--- src/rtl/mano_control_unit_pkg.sv ---
// Shared encodings for the MANO timing-and-control stage: bus sources, ALU ops,
// opcode decode indices and register-reference / I/O micro-op bit positions.
package mano_control_unit_pkg;

  typedef enum logic [2:0] {
    BUS_NONE = 3'd0,
    BUS_AR   = 3'd1,
    BUS_PC   = 3'd2,
    BUS_DR   = 3'd3,
    BUS_AC   = 3'd4,
    BUS_IR   = 3'd5,
    BUS_TR   = 3'd6,
    BUS_MEM  = 3'd7
  } bus_sel_e;

  typedef enum logic [2:0] {
    ALU_AND       = 3'd0,
    ALU_ADD       = 3'd1,
    ALU_PASS_DR   = 3'd2,
    ALU_PASS_INPR = 3'd3,
    ALU_CMA       = 3'd4,
    ALU_SHR       = 3'd5,
    ALU_SHL       = 3'd6
  } alu_op_e;

  // Opcode decode indices D0..D7
  localparam int unsigned D_AND = 0;
  localparam int unsigned D_ADD = 1;
  localparam int unsigned D_LDA = 2;
  localparam int unsigned D_STA = 3;
  localparam int unsigned D_BUN = 4;
  localparam int unsigned D_BSA = 5;
  localparam int unsigned D_ISZ = 6;
  localparam int unsigned D_REG = 7;

  // Register-reference micro-op bits in IR[11:0]
  localparam int unsigned RR_CLA = 11;
  localparam int unsigned RR_CLE = 10;
  localparam int unsigned RR_CMA = 9;
  localparam int unsigned RR_CME = 8;
  localparam int unsigned RR_CIR = 7;
  localparam int unsigned RR_CIL = 6;
  localparam int unsigned RR_INC = 5;
  localparam int unsigned RR_SPA = 4;
  localparam int unsigned RR_SNA = 3;
  localparam int unsigned RR_SZA = 2;
  localparam int unsigned RR_SZE = 1;
  localparam int unsigned RR_HLT = 0;

  // I/O micro-op bits in IR[11:0]
  localparam int unsigned IO_INP = 11;
  localparam int unsigned IO_OUT = 10;
  localparam int unsigned IO_SKI = 9;
  localparam int unsigned IO_SKO = 8;
  localparam int unsigned IO_ION = 7;
  localparam int unsigned IO_IOF = 6;

  // Highest timing state used by legal instruction flow
  localparam int unsigned T_LAST = 6;

endpackage

--- src/rtl/mano_seq_counter.sv ---
// Sequence counter SC with increment/clear (clear wins) and a one-hot Tn decoder.
module mano_seq_counter #(
  parameter int unsigned SC_WIDTH = 4
) (
  input  logic                     clk,
  input  logic                     rst,
  input  logic                     inc,
  input  logic                     clr,
  output logic [2**SC_WIDTH-1:0]   t_c
);

  logic [SC_WIDTH-1:0] sc;

  always_ff @(posedge clk) begin
    if (rst)      sc <= '0;
    else if (clr) sc <= '0;
    else if (inc) sc <= sc + SC_WIDTH'(1);
  end

  // One-hot timing state decode
  always_comb begin
    t_c     = '0;
    t_c[sc] = 1'b1;
  end

endmodule

--- src/rtl/mano_control_unit.sv ---
// MANO CPU timing and control: SC plus I/S/IEN/R flip-flops, decoding IR, Tn and
// status flags into per-register strobes, bus select, ALU op and memory write.
module mano_control_unit
  import mano_control_unit_pkg::*;
#(
  parameter int unsigned SC_WIDTH = 4,
  parameter int unsigned WORD     = 16
) (
  input  logic            clk,
  input  logic            rst,
  input  logic [WORD-1:0] ir,
  input  logic            dr_zero,
  input  logic            ac_zero,
  input  logic            ac_sign,
  input  logic            e_in,
  input  logic            fgi,
  input  logic            fgo,
  output logic            ar_ld,
  output logic            ar_inc,
  output logic            ar_clr,
  output logic            pc_ld,
  output logic            pc_inc,
  output logic            pc_clr,
  output logic            dr_ld,
  output logic            dr_inc,
  output logic            ac_ld,
  output logic            ac_inc,
  output logic            ac_clr,
  output logic            ir_ld,
  output logic            tr_ld,
  output logic            outr_ld,
  output logic            mem_write,
  output logic [2:0]      bus_sel,
  output logic [2:0]      alu_op,
  output logic            e_clr,
  output logic            e_cmp,
  output logic            fgi_clr,
  output logic            fgo_clr,
  output logic            halted
);

  localparam int unsigned NUM_T = 2**SC_WIDTH;

  logic [NUM_T-1:0] t;
  logic [7:0]       d;
  logic [11:0]      b;
  logic s, ien, r, i_ff;
  logic s_next, ien_next, r_next, i_next;
  logic sc_inc, sc_clr, fin, skip, illegal, active;
  logic ac_clr_req, ac_inc_req, ac_ld_req;

  assign d       = 8'(1) << ir[WORD-2:WORD-4];
  assign b       = ir[11:0];
  assign illegal = |t[NUM_T-1:T_LAST+1];
  assign active  = s & ~rst;
  assign halted  = ~s;
  assign sc_inc  = s;
  assign sc_clr  = fin | (s & illegal);

  mano_seq_counter #(.SC_WIDTH(SC_WIDTH)) u_sc (
    .clk (clk),
    .rst (rst),
    .inc (sc_inc),
    .clr (sc_clr),
    .t_c (t)
  );

  always_ff @(posedge clk) begin
    if (rst) begin
      s    <= 1'b1;
      ien  <= 1'b0;
      r    <= 1'b0;
      i_ff <= 1'b0;
    end else begin
      s    <= s_next;
      ien  <= ien_next;
      r    <= r_next;
      i_ff <= i_next;
    end
  end

  // Control decode: fetch/interrupt cycle, then execute phase, then AC arbitration
  always_comb begin
    ar_ld = 1'b0; ar_inc = 1'b0; ar_clr = 1'b0;
    pc_ld = 1'b0; pc_inc = 1'b0; pc_clr = 1'b0;
    dr_ld = 1'b0; dr_inc = 1'b0;
    ir_ld = 1'b0; tr_ld = 1'b0; outr_ld = 1'b0; mem_write = 1'b0;
    e_clr = 1'b0; e_cmp = 1'b0; fgi_clr = 1'b0; fgo_clr = 1'b0;
    bus_sel = BUS_NONE;
    alu_op  = ALU_AND;
    ac_clr_req = 1'b0; ac_inc_req = 1'b0; ac_ld_req = 1'b0;
    skip = 1'b0; fin = 1'b0;
    s_next = s; ien_next = ien; r_next = r; i_next = i_ff;

    if (active) begin
      if (!r) begin
        if (t[0]) begin bus_sel = BUS_PC;  ar_ld = 1'b1; end
        if (t[1]) begin bus_sel = BUS_MEM; ir_ld = 1'b1; pc_inc = 1'b1; end
        if (t[2]) begin bus_sel = BUS_IR;  ar_ld = 1'b1; i_next = ir[WORD-1]; end
      end else begin
        if (t[0]) begin bus_sel = BUS_PC; ar_clr = 1'b1; tr_ld = 1'b1; end
        if (t[1]) begin bus_sel = BUS_TR; mem_write = 1'b1; pc_clr = 1'b1; end
        if (t[2]) begin pc_inc = 1'b1; ien_next = 1'b0; r_next = 1'b0; fin = 1'b1; end
      end

      if (!d[D_REG]) begin
        if (t[3] && i_ff) begin bus_sel = BUS_MEM; ar_ld = 1'b1; end
        if (d[D_AND] || d[D_ADD] || d[D_LDA]) begin
          if (t[4]) begin bus_sel = BUS_MEM; dr_ld = 1'b1; end
          if (t[5]) begin
            ac_ld_req = 1'b1;
            fin       = 1'b1;
            if (d[D_AND])      alu_op = ALU_AND;
            else if (d[D_ADD]) alu_op = ALU_ADD;
            else               alu_op = ALU_PASS_DR;
          end
        end
        if (d[D_STA] && t[4]) begin bus_sel = BUS_AC; mem_write = 1'b1; fin = 1'b1; end
        if (d[D_BUN] && t[4]) begin bus_sel = BUS_AR; pc_ld = 1'b1; fin = 1'b1; end
        if (d[D_BSA]) begin
          if (t[4]) begin bus_sel = BUS_PC; mem_write = 1'b1; ar_inc = 1'b1; end
          if (t[5]) begin bus_sel = BUS_AR; pc_ld = 1'b1; fin = 1'b1; end
        end
        if (d[D_ISZ]) begin
          if (t[4]) begin bus_sel = BUS_MEM; dr_ld = 1'b1; end
          if (t[5]) dr_inc = 1'b1;
          if (t[6]) begin bus_sel = BUS_DR; mem_write = 1'b1; skip = dr_zero; fin = 1'b1; end
        end
      end else if (t[3]) begin
        fin = 1'b1;
        if (!i_ff) begin
          // Later ALU assignments win when several AC-loading micro-ops are selected
          if (b[RR_CLA]) ac_clr_req = 1'b1;
          if (b[RR_CLE]) e_clr = 1'b1;
          if (b[RR_CME]) e_cmp = 1'b1;
          if (b[RR_CIL]) begin ac_ld_req = 1'b1; alu_op = ALU_SHL; end
          if (b[RR_CIR]) begin ac_ld_req = 1'b1; alu_op = ALU_SHR; end
          if (b[RR_CMA]) begin ac_ld_req = 1'b1; alu_op = ALU_CMA; end
          if (b[RR_INC]) ac_inc_req = 1'b1;
          if (b[RR_SPA] && !ac_sign) skip = 1'b1;
          if (b[RR_SNA] &&  ac_sign) skip = 1'b1;
          if (b[RR_SZA] &&  ac_zero) skip = 1'b1;
          if (b[RR_SZE] && !e_in)    skip = 1'b1;
          if (b[RR_HLT]) s_next = 1'b0;
        end else begin
          if (b[IO_INP]) begin ac_ld_req = 1'b1; alu_op = ALU_PASS_INPR; fgi_clr = 1'b1; end
          if (b[IO_OUT]) begin bus_sel = BUS_AC; outr_ld = 1'b1; fgo_clr = 1'b1; end
          if (b[IO_SKI] && fgi) skip = 1'b1;
          if (b[IO_SKO] && fgo) skip = 1'b1;
          if (b[IO_ION]) ien_next = 1'b1;
          if (b[IO_IOF]) ien_next = 1'b0;
        end
      end

      if (ien && (fgi || fgo) && !(t[0] || t[1] || t[2])) r_next = 1'b1;
      if (skip) pc_inc = 1'b1;
    end

    // One AC strobe per cycle: clear over increment over load
    ac_clr = ac_clr_req;
    ac_inc = ac_inc_req & ~ac_clr_req;
    ac_ld  = ac_ld_req & ~ac_clr_req & ~ac_inc_req;
  end

endmodule

--- config.mk ---
export PLATFORM = sky130hd
export DESIGN_NAME = mano_control_unit
export DESIGN_NICKNAME = d
export VERILOG_FILES = /design/src/rtl/mano_control_unit_pkg.sv /design/src/rtl/mano_seq_counter.sv /design/src/rtl/mano_control_unit.sv
export SDC_FILE = /design/constraint.sdc
export NUM_CORES = 1
export LEC_CHECK = 0
export BUFFER_PORTS_ARGS = -buffer_cell sky130_fd_sc_hd__buf_2
export CORE_ASPECT_RATIO = 1.4
export CORE_MARGIN = 5
export CORE_UTILIZATION = 45
export CTS_BUF_LIST = sky130_fd_sc_hd__clkbuf_2
export CTS_CLUSTER_SIZE = 16
export DETAILED_ROUTE_END_ITERATION = 6
export PLACE_DENSITY = 0.77
export SLEW_MARGIN = 5
export SYNTH_ARGS = -nofsm -noshare
export SYNTH_HDL_FRONTEND = slang
export SYNTH_SLANG_ARGS = --single-unit
--- constraint.sdc ---
create_clock -name clk -period 1.6 [get_ports clk]
set_input_delay 0.08 -clock clk [delete_from_list [all_inputs] [get_ports clk]]
set_output_delay 0.08 -clock clk [all_outputs]
set_load 0.05 [all_outputs]
==> results.tsv, run 1 <==
stage	metric	value	unit
status	status	aborted with a tool error	
status	flow.stopped_at	5_1_grt	
status	tool.error	[ERROR DPL-0038] Utilization greater than 100%, impossible to legalize	
placement	numPortBuffers	49	
placement	post-place-cells	297	
global_routing	grt_max_degree	13	
floorplanning	die_h	74.21	um
yosys	seq_area_frac_synth	12.09	%
yosys	synth.distinct_cells	61	
clocking	clockBufferDepth	2	
yosys	synth_most_common_cell	nand2_1	
floorplanning	start_util	46.51	%
timing	crit_endpoint	bus_sel[1]	
floorplanning	die_w	55.86	um
yosys	syn-num-nets	211	
yosys	synth_seq_cells	8	
timing	worstEpCategory	primary output	
yosys	synthCells	183	
yosys	synth_edf_count	0	
yosys	syn_area_per_cell	7.241	um^2
yosys	synth_top_area_share	12.09	%
clocking	htree_num_levels	1	
yosys	yosys.area.top_type	dfxtp_1	
yosys	syn-cell-area	1325	um^2
yosys	synth-async-reset-ratio	0	%
floorplanning	rows	23	
yosys	yosysWarnings	0	
yosys	synth_area_leaders	dfxtp_1, nand2_1, ha_1	
clocking	clock-root-buffer	clkbuf_2	
clocking	cts_sinks	8	
floorplanning	io_pins	50	
placement	hpwl	4139	um
yosys	synth_top_flop_cell	dfxtp_1	
placement	dpl_worst_slack	-0.2812	ns
placement	gp_congestion	0.9381	
clocking	cts_buffers	3	
yosys	synth.top_cells.by_count	nand2_1, nor2_1, a21oi_1, nand3_1, nor3_1	
==> per-stage QoR <==
step / area [um^2] / setup TNS, ns
4_1_cts: 2556 / -8.052
2_1_floorplan: 1593 / -1.554
3_3_place_gp: 2162 / -3.254
3_5_place_dp: 2162 / -4.219
==> kinds of logic after synthesis <==
logic type / count (synthesis) / synth area share [%]
muxes: 3 / 2.455
xor gates and xnor gates: 2 / 1.322
AOI/OAI and AO/OA: 50 / 28.80
adders and majority gates: 4 / 3.777
DFF: 8 / 12.09
and+or+nand+nor: 89 / 40.60
buffers and inverters: 27 / 10.95
==> timing repair <==
action                                  CTS
endpoints found under the setup margin   31
gates resized for setup                  86
pin swaps                                20
hold buffers                              0
setup buffers                            10
==> run 2, diff against run 1 <==
--- a/config.mk
+++ b/config.mk
@@ -6,13 +6,10 @@
 export NUM_CORES = 1
 export LEC_CHECK = 0
 export BUFFER_PORTS_ARGS = -buffer_cell sky130_fd_sc_hd__buf_2
-export CORE_ASPECT_RATIO = 1.4
 export CORE_MARGIN = 5
-export CORE_UTILIZATION = 45
-export CTS_BUF_LIST = sky130_fd_sc_hd__clkbuf_2
-export CTS_CLUSTER_SIZE = 16
+export CORE_UTILIZATION = 30
 export DETAILED_ROUTE_END_ITERATION = 6
-export PLACE_DENSITY = 0.77
+export PLACE_DENSITY_LB_ADDON = 0.15
 export SLEW_MARGIN = 5
 export SYNTH_ARGS = -nofsm -noshare
 export SYNTH_HDL_FRONTEND = slang
==> constraint.sdc (replaced) <==
create_clock -name clk -period 2.1 [get_ports clk]
set_input_delay 0.105 -clock clk [delete_from_list [all_inputs] [get_ports clk]]
set_output_delay 0.105 -clock clk [all_outputs]
set_load 0.05 [all_outputs]
==> run 2 against run 1 <==
The flow now finishes without violations. Synthesized area unchanged. Synthesized cell count did not move.
==> results.tsv, run 2 <==
stage	metric	value	unit	change
timing	relSlewSlack	74.75	%	
clocking	cts_sinks	8		unchanged
pwr	swShare	40.75	%	
setup_path	cp_top_family	simple AND/OR/NAND/NOR gates		
final_layout	design_area	1951	um^2	
clocking	cts_tree	yes		
timing	hold_violations	0		
final_layout	area_growth	47.21	%	
pwr	leakagePower	0.8270	nW	
global_routing	antenna_found_initial	0		
global_routing	grt_max_degree	19		
clocking	path_clk_slew	0.04	ns	
setup_path	cp-start-kind	flip-flop		
floorplanning	die_w	76.46	um	+37%
floorplanning	io_pins	50		unchanged
clocking	clockBufferDepth	2		unchanged
detailed_routing	drcViolationCount	0		
setup_path	critPathKind	reg2out		
setup_path	crit_buf_inv	2		
pwr	ir_drop	234.3	uV	
timing	fin_hold_ws	0.1194	ns	
yosys	syn_area_per_cell	7.241	um^2	unchanged
floorplanning	die_h	76.46	um	+3.0%
pwr	clkPwrFrac	22.5	%	
setup_path	crit_fanout	5		
setup_path	cp.required	2.00	ns	
timing	fin_crit_sh	98.46	%	
clocking	cts_buffers	3		unchanged
flow_run	cap_violations	0		
yosys	syn-num-nets	211		unchanged
yosys	seq_area_frac_synth	12.09	%	unchanged
floorplanning	die_area	5846	um^2	
yosys	synth_edf_count	0		unchanged
detailed_routing	via_per_inst	5.303		
floorplanning	start_util	30.64	%	-16 points
clocking	clock-root-buffer	clkbuf_8		
placement	gp_congestion	0.8805		-6.1%
yosys	synth_most_common_cell	nand2_1		
yosys	yosysWarnings	0		unchanged
yosys	synthCells	183		unchanged
detailed_routing	drtPass1Iterations	4		
global_routing	overflow	0		
timing	fin_skew	0.001048	ns	
yosys	yosys.area.top_type	dfxtp_1		
setup_path	path_cells	ha_4 -> or3b_4 -> nor4_4 -> buf_4 -> and3b_1 -> buf_6		
pwr	p_comb_share	54.5	%	
timing	period_minus_slack	2.068	ns	
yosys	synth_top_area_share	12.09	%	unchanged
pwr	seqPwrFrac	23.0	%	
clocking	htree_num_levels	1		unchanged
final_layout	antenna_cells	0		
setup_path	crit_slowest_cell	or3b_4		
setup_path	cp_data_arrival_time	1.96	ns	
final_layout	top_register	u_sc.sc		
final_layout	layout_common_cells	buf_2, buf_4, nand2_1, nor2_1, nand3_1		
final_layout	final_nets	268		
global_routing	grtUsageTotal	14.67	%	
placement	numPortBuffers	49		unchanged
yosys	synth-async-reset-ratio	0	%	unchanged
setup_path	max_stage_delay	0.43	ns	
yosys	synth_seq_cells	8		unchanged
final_layout	largest_register_ffs	4		
yosys	syn-cell-area	1325	um^2	unchanged
status	status	completed		
pwr	p_per_area	405.0	nW/um^2	
final_layout	final_common_cell	buf_2		
detailed_routing	vias	1538		
global_routing	grt_pass1_wl	7348	um	
pwr	p_int	0.0004680	W	
yosys	synth_top_flop_cell	dfxtp_1		
pwr	total_power	0.0007899	W	
placement	dpl_cell_area	1723	um^2	-20%
clocking	clk_latency	0.22	ns	
timing	drv_slew	0		
timing	fmax	483.6	MHz	
timing	tightest_slew	0.3788	ns	
yosys	synth.distinct_cells	61		unchanged
timing	setup_viol	0		
detailed_routing	routed_wl	4580	um	
setup_path	cp-end-kind	output port		
yosys	synth_area_leaders	dfxtp_1, nand2_1, ha_1		
final_layout	drive_gt1_share	50.84	%	
detailed_routing	drt-initial-drc-count	67		
placement	hpwl	3454	um	-17%
pwr	p_sw	0.0003219	W	
yosys	synth.top_cells.by_count	nand2_1, nor2_1, a21oi_1, nand3_1, nor3_1		
detailed_routing	wl_per_cell	15.79	um	
global_routing	grt_pass1_vias	1473		
detailed_routing	ant_nets	0		
floorplanning	rows	24		+4.3%
floorplanning	core_area	4324	um^2	
worst_hold_path	hp-class	in2reg		
[run 2: what timing repair did]
| item | CTS | global route |
|---|---|---|
| hold endpoints to repair | 0 | 0 |
| pin swaps | 5 | 6 |
| setup buffers | 0 | 6 |
| hold buffers | 0 | 0 |
| gates resized for setup | 25 | 17 |
| endpoints found under the setup margin | 12 | 13 |
[run 2: cell type report]
| type | instances | area, um^2 |
|---|---|---|
| fillers | 457 | 2374 |
| multi-input cells | 148 | 1180 |
| repair buffers | 73 | 471.7 |
| flip-flops and latches | 8 | 170.2 |
| well taps | 52 | 65.06 |
| clock buffers | 3 | 41.29 |
| inverters | 6 | 22.52 |
[run 2: power groups by stage]
stage,registers (W),logic (W),clock network (W)
floorplan,0.000169,0.000280,0
global placement,0.000178,0.000383,0
detailed placement,0.000178,0.000381,0
CTS,0.000180,0.000402,0.000187
global route,0.000183,0.000465,0.000199
finish,0.000182,0.000431,0.000178
[run 2: per-layer routing]
layer / global-route usage (%) / wire (um) / part of all wire, %
met3: 2.009 / 225 / 4.9
met4: 2.797 / 30 / 0.66
met1: 21.48 / 2234 / 49
met2: 22.77 / 2090 / 46
met5: 0 / 0 / 0
[run 2: logic make-up (layout without fill, tap and decap cells)]
kind of cell | Yosys count | in the layout | synth area share [%]
and+or+nand+nor | 89 | 89 | 40.60
muxes | 3 | 3 | 2.455
adders and majority gates | 4 | 4 | 3.777
AOI/OAI and AO/OA | 50 | 50 | 28.80
xor gates and xnor gates | 2 | 2 | 1.322
buffers and inverters | 27 | 82 | 10.95
DFF | 8 | 8 | 12.09
[run 2: worst register-to-register path: cells and delay by family (launching register included)]
| family | cells | cell delay [ns] |
|---|---|---|
| fa+ha+maj | 1 | 0.19 |
| compound gates | 3 | 0.56 |
| simple gates | 1 | 0.23 |
| buf+inv | 3 | 0.48 |
| flops | 1 | 0.35 |
[run 2: path summary, 6_finish.rpt]
path | slack, ns | end | depth (start not counted) | start
setup / recovery | 0.03 | ac_inc | 6 | u_sc.sc[1]
hold / removal | 0.12 | i_ff | 3 | ir[15]
setup reg to reg | 0.16 | u_sc.sc[2] | 8 | u_sc.sc[0]
hold reg to reg | 0.48 | ien | 2 | ien
[run 2: through the flow]
stage | std cells | util, % | setup slack (ns) | TNS, ns
6_report | 290 | 45.11 | 0.03237 | 0
5_1_grt | 290 | 45.11 | -0.01827 | -0.01827
4_1_cts | 284 | 42.42 | 0.006565 | 0
3_5_place_dp | 281 | 39.84 | 0.03516 | 0
3_3_place_gp | 281 | 39.84 | 0.06979 | 0
2_1_floorplan | 183 | - | -0.01409 | -0.02645
No activity file was read; power rests on OpenSTA's default activity.
==> run 3, diff against run 2 <==
==> constraint.sdc (replaced) <==
create_clock -name clk -period 1.7 [get_ports clk]
set_input_delay 0.085 -clock clk [delete_from_list [all_inputs] [get_ports clk]]
set_output_delay 0.085 -clock clk [all_outputs]
set_load 0.05 [all_outputs]
==> run 3 against run 2 <==
The run now ends with setup timing left. Register-to-register slack worse by 0.32 ns. Setup slack lost 0.37 ns. First-iteration DRC count is 7.5% lower. Clock-buffer cell count increased by 1. Final area grew 34%. Die area stayed put. Critical path type unchanged. Largest power group unchanged.
==> results.tsv, run 3 (synthesis gave the netlist of run 2 again) <==
stage	metric	value	unit	change
detailed_routing	via_per_inst	5.392		+1.7%
timing	drv_slew	0		unchanged
timing	fmax	490.9	MHz	
placement	hpwl	3887	um	+13%
floorplanning	die_w	76.46	um	unchanged
floorplanning	die_h	76.46	um	unchanged
floorplanning	die_area	5846	um^2	unchanged
timing	tns	-4.322	ns	-4.322 ns
floorplanning	core_area	4324	um^2	unchanged
clocking	cts_tree	yes		
final_layout	antenna_cells	0		unchanged
global_routing	grt_pass1_vias	1750		+19%
final_layout	multi_input_area	1436	um^2	+22%
detailed_routing	drcViolationCount	0		unchanged
pwr	p_per_area	448.2	nW/um^2	+11%
setup_path	crit_fanout	5		unchanged
timing	relSlewSlack	66.34	%	-8.4 points
clocking	htree_num_levels	1		unchanged
timing	setup_viol	23		+23
setup_path	r2r-start	u_sc.sc[1]		
setup_path	cp.required	1.62	ns	-0.38 ns
final_layout	area_growth	97.83	%	
timing	layout_setup_ws	-0.3371	ns	-0.3695 ns
clocking	clk_latency	0.23	ns	about the same
final_layout	layout_common_cells	buf_4, buf_2, buf_6, nand2_1, nand3_1		
pwr	total_power	0.001175	W	+49%
global_routing	grt.met1_usage	21.73	%	+0.25 points
setup_path	cp-end-kind	output port		
global_routing	grt_max_degree	15		-4
clocking	clock-root-buffer	clkbuf_8		
setup_path	cp-start-kind	flip-flop		
timing	grt_setup_unrepaired	true		
global_routing	antenna_found_initial	0		unchanged
setup_path	r2r_slack	-0.16	ns	-0.32 ns
detailed_routing	ant_nets	0		unchanged
worst_hold_path	hp-class	in2reg		
global_routing	grtUsageMet2	29.45	%	+6.7 points
detailed_routing	wl_per_cell	15.69	um	-0.64%
global_routing	grtUsageTotal	17.04	%	+2.4 points
timing	tightest_slew	0.4983	ns	+0.1195 ns
status	violations	setup timing		
timing	fin_skew	0.002043	ns	+0.0009949 ns
floorplanning	start_util	30.64	%	unchanged
global_routing	overflow	0		unchanged
clocking	clockBufferDepth	2		unchanged
final_layout	top_register	u_sc.sc		
final_layout	drive_gt1_share	66.91	%	+16 points
worst_hold_path	hold_depth	2		-1
worst_hold_path	worst_hold_path.endpoint	i_ff		
final_layout	seq_area	168.9	um^2	-0.74%
final_layout	final_nets	301		+12%
timing	hold_violations	0		unchanged
clocking	cts_sinks	8		unchanged
clocking	hold_buffers	0		unchanged
pwr	leakagePower	1.086	nW	+31%
pwr	ir_drop	257.4	uV	+9.9%
global_routing	grt_pass1_wl	8452	um	+15%
worst_hold_path	min-delay-start	rst		
setup_path	cp_data_arrival_time	1.95	ns	about the same
flow_run	cap_violations	0		unchanged
detailed_routing	drt-initial-drc-count	62		-7.5%
final_layout	nFillCells	376		-18%
final_layout	post-route-util	60.62	%	+16 points
status	status	finished, violations left		
floorplanning	io_pins	50		unchanged
timing	period_minus_slack	2.037	ns	
setup_path	rr_worst_depth	7		-1
setup_path	r2r-end	u_sc.sc[0]		
setup_path	critPathKind	reg2out		
clocking	path_clk_slew	0.04	ns	about the same
final_layout	largest_register_ffs	4		unchanged
detailed_routing	vias	1747		+14%
placement	numPortBuffers	49		unchanged
detailed_routing	routed_wl	5084	um	+11%
floorplanning	rows	24		unchanged
global_routing	grt.met3_usage	3.546	%	+1.5 points
timing	fin_crit_sh	119.8	%	
detailed_routing	drtPass1Iterations	4		unchanged
final_layout	final_common_cell	buf_4		
clocking	cts_buffers	3		unchanged
timing	fin_hold_ws	0.05195	ns	-0.06743 ns
global_routing	grt.busiest_layer	met2		
placement	gp_congestion	0.8555		-2.8%
-- run 3: per-layer routing --
| layer | up-vias | share of wire, % |
|---|---|---|
| li1 | 857 | - |
| met1 | 829 | 43 |
| met2 | 57 | 49 |
| met3 | 4 | 6.6 |
| met4 | 0 | 1.0 |
| met5 | - | 0 |
-- run 3: worst max-delay path, cell delays in order, from the launching register on --
cell and delay (ns):
dfxtp_4 0.39, inv_4 0.06, ha_4 0.17, and4b_1 0.24
o31ai_4 0.32, o31ai_2 0.14, a211oi_4 0.22, buf_6 0.18
-- run 3: report_power, final --
group	internal (W)	switching (W)
clock network	0.000163	0.0000807
registers	0.000201	0.0000241
logic	0.000328	0.000378
total	0.000692	0.000483
-- run 3: stage by stage --
| step | worst slack [ns] | cells | cell area [um^2] |
|---|---|---|---|
| finish | -0.3371 | 324 | 2621 |
| global route | -0.4430 | 324 | 2621 |
| CTS | -0.3347 | 320 | 2485 |
| detailed placement | -0.1914 | 306 | 2090 |
| global placement | -0.1733 | 306 | 2090 |
| floorplan | -0.1949 | 183 | 1578 |
-- run 3: cell type report --
type | count | share of cell area (%)
timing repair buffer | 106 | 33.41
clock buffer | 4 | 1.718
sequential | 8 | 6.444
inverter | 6 | 1.146
tap | 52 | 2.482
multi-input combinational | 148 | 54.80
-- run 3: repair_timing --
| item | in CTS | in global routing |
|---|---|---|
| setup endpoints to repair | 25 | 31 |
| cloned | 0 | 0 |
| resized for setup | 73 | 31 |
| pin swaps | 17 | 17 |
| setup buffers | 11 | 6 |
-- run 3: worst max-delay path by stage --
stage / cells after the start / to / slack, ns / from
after floorplan: 5 / ac_ld / -0.19 / u_sc.sc[0]
after global placement: 7 / bus_sel[1] / -0.17 / u_sc.sc[0]
after detailed placement: 7 / bus_sel[1] / -0.19 / u_sc.sc[1]
after CTS: 7 / bus_sel[1] / -0.33 / u_sc.sc[0]
after global routing: 7 / bus_sel[1] / -0.44 / u_sc.sc[1]
final: 7 / bus_sel[1] / -0.34 / u_sc.sc[1]
